$ cat src/rtl/dac_wave_gen.sv
// dac_wave_gen: paced AD5681R frame source (hold / sawtooth / triangle).
// A programmable sample timer advances a 12-bit waveform code. One cycle
// after each update, the code is packed into a 24-bit write-and-update
// frame. The frame is then held on a valid/ready handshake until the SPI
// master accepts it.
module dac_wave_gen #(
  parameter int         DIV_W = 16,
  parameter logic [3:0] CMD   = 4'h3
) (
  input  logic             clk,
  input  logic             rst_n,
  input  logic             en,
  input  logic [1:0]       mode,
  input  logic [11:0]      step,
  input  logic [11:0]      min_code,
  input  logic [11:0]      max_code,
  input  logic [DIV_W-1:0] div,
  output logic [23:0]      frame_data,
  output logic             frame_valid,
  input  logic             frame_ready,
  output logic [11:0]      code_out,
  output logic             dir,
  output logic [7:0]       overrun_cnt
);

  logic [DIV_W-1:0] cnt;
  logic [1:0]       mode_q;
  logic             load_pend;
  logic             mode_chg;
  logic             tick;
  logic             degen;
  logic [12:0]      sum;
  logic [12:0]      floor_lim;
  logic [11:0]      code_nxt;
  logic             dir_nxt;

  assign mode_chg = (mode != mode_q);
  // A mode change swallows the tick that would otherwise land this cycle.
  assign tick     = en && !mode_chg && (cnt == div);

  // Next waveform code. All arithmetic is 13 bits wide so that the sum
  // cannot wrap back into the 12-bit range.
  always_comb begin
    sum       = {1'b0, code_out} + {1'b0, step};
    floor_lim = {1'b0, min_code} + {1'b0, step};
    degen     = (min_code >= max_code) || (step == 12'd0);
    code_nxt  = min_code;
    dir_nxt   = 1'b0;
    if (!degen) begin
      case (mode_q)
        2'd1: begin
          code_nxt = (sum > {1'b0, max_code}) ? min_code : sum[11:0];
        end
        2'd2: begin
          if (!dir) begin
            if (sum >= {1'b0, max_code}) begin
              code_nxt = max_code;
              dir_nxt  = 1'b1;
            end else begin
              code_nxt = sum[11:0];
            end
          end else begin
            if ({1'b0, code_out} < floor_lim) begin
              code_nxt = min_code;
              dir_nxt  = 1'b0;
            end else begin
              code_nxt = code_out - step;
              dir_nxt  = 1'b1;
            end
          end
        end
        default: begin
          code_nxt = min_code;
        end
      endcase
    end
  end

  // Sample timer, mode register and waveform state.
  always_ff @(posedge clk) begin
    if (!rst_n) begin
      cnt      <= '0;
      mode_q   <= mode;
      code_out <= min_code;
      dir      <= 1'b0;
    end else if (mode_chg) begin
      mode_q   <= mode;
      cnt      <= '0;
      code_out <= min_code;
      dir      <= 1'b0;
    end else if (en) begin
      if (cnt == div) begin
        cnt      <= '0;
        code_out <= code_nxt;
        dir      <= dir_nxt;
      end else begin
        cnt <= cnt + 1'b1;
      end
    end
  end

  // Frame packing and handshake. A load issued in the same cycle as an
  // accepted transfer takes priority, so the new frame goes out back to back.
  always_ff @(posedge clk) begin
    if (!rst_n) begin
      load_pend   <= 1'b0;
      frame_valid <= 1'b0;
      frame_data  <= 24'h0;
      overrun_cnt <= 8'h00;
    end else begin
      load_pend <= tick;
      if (load_pend) begin
        if (!frame_valid || frame_ready) begin
          frame_data  <= {CMD, code_out, 8'h00};
          frame_valid <= 1'b1;
        end else if (overrun_cnt != 8'hFF) begin
          overrun_cnt <= overrun_cnt + 8'd1;
        end
      end else if (frame_valid && frame_ready) begin
        frame_valid <= 1'b0;
      end
    end
  end

endmodule
$ cat config.mk
export PLATFORM = sky130hd
export DESIGN_NAME = dac_wave_gen
export DESIGN_NICKNAME = d
export VERILOG_FILES = /design/src/rtl/dac_wave_gen.sv
export SDC_FILE = /design/constraint.sdc
export NUM_CORES = 1
export LEC_CHECK = 0
export CAP_MARGIN = 20
export CORE_MARGIN = 10
export CORE_UTILIZATION = 47
export CTS_BUF_LIST = sky130_fd_sc_hd__clkbuf_2 sky130_fd_sc_hd__clkbuf_4 sky130_fd_sc_hd__clkbuf_8
export DETAILED_ROUTE_END_ITERATION = 6
export GPL_TIMING_DRIVEN = 0
export PLACE_DENSITY = 0.83
export SYNTH_ARGS = -nofsm -noshare
export SYNTH_HDL_FRONTEND = slang
export SYNTH_SLANG_ARGS = --single-unit
$ cat constraint.sdc
create_clock -name clk -period 9.62 [get_ports clk]
set_input_delay 1.924 -clock clk [delete_from_list [all_inputs] [get_ports clk]]
set_output_delay 1.924 -clock clk [all_outputs]
set_load 0.05 [all_outputs]
# Word-level counts from Yosys, hierarchy flattened

Index checks and enable logic that the tools add are counted.

Flip-flop bits (word level): 54
Input bits: 58
Output and inout bits: 46
Word-level logic and storage cells: 64

Add/sub/neg operators: 5
Magnitude comparators: 4
Equal/unequal tests: 9
Mux-type cells: 21
Bitwise operators: 2
Reductions and logical operators: 15

Operator list:

| kind                                           | number |
|---|---|
| 2-to-1 mux 12 bit                              | 9 |
| adder 12 x 12 -> 13 bit                        | 2 |
| one-hot mux 12 bit (2 select lines)            | 1 |
| adder 16 x 1 -> 16 bit (second input constant) | 1 |
| == test 16 bit                                 | 1 |
| 2-to-1 mux 16 bit                              | 1 |
| >= comparator 13 x 12 -> 1 bit                 | 1 |
| > comparator 13 x 12 -> 1 bit                  | 1 |
| less-than comparator 12 x 13 -> 1 bit          | 1 |
| >= comparator 12 bit                           | 1 |
| zero test 12 bit                               | 1 |
| subtractor 12 bit                              | 1 |
| adder 8 x 1 -> 8 bit (second input constant)   | 1 |
| 2-to-1 mux 1 bit                               | 8 |
| != test 8 bit (second input constant)          | 1 |
| AND reduction 2 bit                            | 4 |
| != test 3 x 1 -> 1 bit (second input constant) | 2 |
| 2-to-1 mux 2 bit                               | 2 |
| != test 2 x 1 -> 1 bit (second input constant) | 2 |
| logical AND 1 bit                              | 3 |
| AND reduction 3 bit                            | 1 |
| == test 2 x 1 -> 1 bit (second input constant) | 1 |
| == test 2 bit (second input constant)          | 1 |
| zero test 1 bit                                | 2 |
| other kinds (5)                                | 7 |

# Logic depth before layout (Yosys ltp)

Depth in word-level cells: 10
Gate-level depth with buffers: 19
Gate-level depth less buffers: 17

# Worst setup path after synthesis

OpenSTA, ideal clock, no wires.

Path type: input-to-reg
Start: in step[3]
End: reg code_out[6] (data pin)
Setup time: 265 ps
Data arrival time: 5103 ps
Data required time: 9355 ps
Setup slack: 4252 ps
Stages on the path: 17
Buffers on the path: 2
Cells stage by stage: inv_1 > ha_1 > clkbuf_1 > a221oi_1 > o41a_1 > a21oi_1 > mux2i_1 > o2111ai_1 > ha_1 > a21o_1 > a21o_1 > a211oi_1 > o211a_1 > buf_6 > mux2i_1 > nor2_1 > or3_1

Cells in the longest elaborated chain, start to end: 10
Elaborated cells between the ends (all ways): 18
Classes of those cells: 3 x add/sub; 3 x order compare; 10 x mux; 2 x reduce/logical

RTL lines:

| element                                                                                 | line   | RTL |
|---|---|---|
| start, declared                                                                         | 14     | `input logic [11:0] step,` |
| adder 12 x 12 -> 13 bit, on equally long branches                                       | 44, 45 |  |
| >= comparator 13 x 12 -> 1 bit or less-than comparator 12 x 13 -> 1 bit (tied branches) | 56, 63 |  |
| 2-to-1 mux 12 bit, on equally long branches                                             | 56, 63 |  |
| 2-to-1 mux 12 bit                                                                       | 55     | `if (!dir) begin` |
| one-hot mux 12 bit (2 select lines)                                                     | 50     | `case (mode_q)` |
| 2-to-1 mux 12 bit *                                                                     | 49     | `if (!degen) begin` |
| 2-to-1 mux 12 bit *                                                                     | 92     | `if (cnt == div) begin` |
| 2-to-1 mux 12 bit *                                                                     | 91     | `end else if (en) begin` |
| 2-to-1 mux 12 bit *                                                                     | 86     | `end else if (mode_chg) begin` |
| 2-to-1 mux 12 bit *                                                                     | 81     | `if (!rst_n) begin` |
| end signal, assigned                                                                    | 84     | `code_out <= min_code;` |
| end signal, assigned                                                                    | 89     | `code_out <= min_code;` |
| end signal, assigned                                                                    | 94     | `code_out <= code_nxt;` |
| end, declared                                                                           | 21     | `output logic [11:0] code_out,` |

Every way passes the cells marked *; elsewhere a longest branch is shown, timed or not. The select of a mux whose other input is x is not followed.
A chain may end at the register's enable or synchronous reset.

# Final worst setup path

Start: in step[1]
End: reg code_out[4] (data pin)

Same word-level chain as after synthesis.

==> results.yml <==
placement:
  place.port_buffers: 92
  dp_slack_ns: 3.00
  dp_hpwl_mm: 12.4
  gp_congestion: 0.961
global_routing:
  grt_pass1_vias: 4926
  overflow: 0
  antenna_found_initial: 0
  grt_usage_pct: 17.4
  grt_pass1_wl_mm: 23.8
  grt_max_degree: 22
worst_setup_path:
  critPathMaxFanout: 10
  cp.arrival_ns: 6.43
  start_kind: "primary input"
  required_ns: 9.69
  path_class: "primary input to flip-flop"
  end_kind: "flip-flop"
clock_network:
  ctsHoldBuffers: 0
  path_clk_slew_ns: 0.11
  h-tree-depth: 2
  clk_latency_ns: 0.33
  cts_resized: 0
  cts.path.max_buffers: 2
  clock-sinks: 54
  cts_tree: "yes"
  postCtsSetupRepairBufs: 0
  cts_buffers: 5
  cts-root-buf: "clkbuf_8"
job:
  maxCapViolations: 0
sta:
  setup_violations: 0
  tns_ns: 0
  worstMarginPinSlew_ns: 1.08
  fin_crit_ns: 6.36
  skew_ns: 0.0128
  setup_ws_ns: 3.26
  hold_violations: 0
  slew_headroom_pct: 28.1
  layout_worst_path_cycle_share_pct: 66.1
  slew_violations: 0
  fmax_ghz: 0.157
  rsz0062_at_grt: "false"
final_layout:
  antennaDiodeCount: 0
  multiInputGateArea_um2: 3970
  layout-drive-gt1-share_pct: 6.42
  syn2layout_area_growth_pct: 22.7
  fill_cells: 1035
  final_nets: 913
  regArea_um2: 1220
power_and_ir_drop:
  pwr_density_cell_nw_per_um2: 136
  p_int_w: 0.000532
  p_switching_w: 0.000388
  p_leak_nw: 2.74
  p_seq_share_pct: 28.3
  p_sw_share_pct: 42.2
  combPwrFrac_pct: 53.8
  peakVddDrop_v: 0.0000775
  p_clk_share_pct: 17.9
routing:
  drcViolationCount: 0
  post_drt_wl_per_cell_um: 16.0
  vias: 5141
  viasPerCell: 5.58
  drt_wl_total_mm: 14.7
  dr.pass1.iters: 7
  antenna_left: 0
  drtIter0Drc: 352
yosys:
  synth_seq_cells: 54
  yosysSeqAreaShare_pct: 22.1
  synthFlopType: "dfxtp_1"
  yosys.area.top_type_share_pct: 16.8
  syn-instance-count: 670
  syn_area_um2: 5520
  synth_cell_types: 73
  async_flop_share_pct: 0
  synth_area_leaders: "ha_1 (17%), dfxtp_1 (15%), edfxtp_1 (7.6%)"
  synth_common_cells: "ha_1 (74), nand2_1 (68), nor2_1 (55)"
  yosysWarnings: 0
  synth_edf_count: 14
  syn_avg_cell_area_um2: 8.24
  synth_most_common_cell: "ha_1"
  yosysTopAreaCell: "ha_1"
die:
  dieArea_um2: 16500
  die_w_um: 128
  pin_count: 104
  num_rows: 39
  die_y_um: 128
  initial_utilization_pct: 48.1
  coreArea_um2: 11500
run_status:
  outcome: "finished, final reports clean"
min_path:
  hp-class: "flip-flop to flip-flop"
[layout by cell type, fill, tap and decap left out, types with 5 or more instances in the layout]
| master | n |
|---|---|
| a21boi_0 | 16 |
| a21o_1 | 9 |
| a21oi_1 | 40 |
| and2_1 | 6 |
| and3_1 | 6 |
| buf_2 | 5 |
| buf_4 | 13 |
| clkbuf_1 | 14 |
| clkbuf_8 | 5 |
| clkdlybuf4s50_1 | 92 |
| conb_1 | 10 |
| dfxtp_1 | 40 |
| edfxtp_1 | 14 |
| ha_1 | 74 |
| inv_1 | 37 |
| mux2_2 | 6 |
| mux2i_1 | 10 |
| nand2_1 | 68 |
| nand2b_1 | 13 |
| nand3_1 | 23 |
| nand4_1 | 9 |
| nor2_1 | 55 |
| nor2b_1 | 9 |
| nor3_1 | 10 |
| o2111ai_1 | 6 |
| o211ai_1 | 11 |
| o21a_1 | 5 |
| o21ai_0 | 21 |
| o21bai_1 | 6 |
| or3_1 | 6 |
| xnor2_1 | 46 |
| xor2_1 | 19 |
[sequential cells by signal, indices dropped and copies added, names as in the netlist]
signal / count
frame_valid: 1
mode_q: 2
dir: 1
cnt: 16
load_pend: 1
frame_data: 13
code_out: 12
overrun_cnt: 8
[final cells by class]
class,count,area share (%)
plain buffers,36,3.14
clock buffers,5,1.02
clock inverters,3,0.703
inverters,38,2.14
multi-input cells,551,58.7
flip-flops and latches,54,18.0
well taps,143,2.64
repair buffers,92,13.6
[stage by stage]
step                utilization (%)  hold WS (ns)  total power [W]  area (um^2)  cells
floorplan                         -         0.478         0.000620         5550    679
global placement               58.0         0.450         0.000742         6650    914
detailed placement             58.0         0.455         0.000750         6650    914
CTS                            59.0         0.469         0.000916         6770    922
global route                   59.0         0.485         0.000980         6770    922
finish                         59.0         0.466         0.000920         6770    922
[power by group through the flow]
stage	clock network [W]	logic (W)	registers [W]
4_1_cts	0.000167	0.000489	0.000260
2_1_floorplan	0	0.000335	0.000285
3_5_place_dp	0	0.000485	0.000265
3_3_place_gp	0	0.000477	0.000265
6_report	0.000165	0.000495	0.000261
5_1_grt	0.000172	0.000546	0.000262
[worst max-delay path, stage by stage]
cell	delay, ns
clkdlybuf4s50_1	0.67
inv_1	0.16
ha_1	0.34
nand2b_1	0.18
a221oi_1	0.35
o41a_1	0.26
a21oi_1	0.14
xnor2_1	0.34
ha_1	0.33
and3_1	0.20
and4_1	0.21
a221o_1	0.33
nand2_1	0.19
clkbuf_1	0.41
nor3_1	0.11
a31oi_1	0.16
o2111ai_1	0.13
[kinds of logic (layout without fill, tap and decap cells)]
logic type / after synthesis / after routing / synth area share (%)
and+or+nand+nor: 223 / 223 / 19.5
AOI/OAI and AO/OA: 160 / 160 / 20.5
adders and majority gates: 77 / 77 / 17.9
buffers and inverters: 74 / 174 / 6.49
xor gates and xnor gates: 65 / 65 / 10.3
DFF: 54 / 54 / 22.1
muxes: 16 / 16 / 3.04
other: 1 / 10 / 0.0680
[per-layer routing]
layer | vias up | wire [um] | track usage (%)
met5 | - | 0 | 0
met4 | 0 | 391 | 6.09
met3 | 35 | 1350 | 4.60
met2 | 199 | 6720 | 28.6
met1 | 2325 | 6280 | 21.4
li1 | 2582 | - | -
[final timing paths]
kind / endpoint / start / slack (ns) / cells past startpoint
worst max-delay path: code_out[4]$_DFFE_PP_ / step[1] / 3.26 / 17
worst min-delay path: frame_data[15]$_SDFFE_PN0P_ / frame_data[15]$_SDFFE_PN0P_ / 0.47 / 2
worst max register to register: code_out[9]$_DFFE_PP_ / code_out[3]$_DFFE_PP_ / 5.04 / 16
worst min register to register: frame_data[15]$_SDFFE_PN0P_ / frame_data[15]$_SDFFE_PN0P_ / 0.47 / 2
No activity file was read; power rests on OpenSTA's default activity.
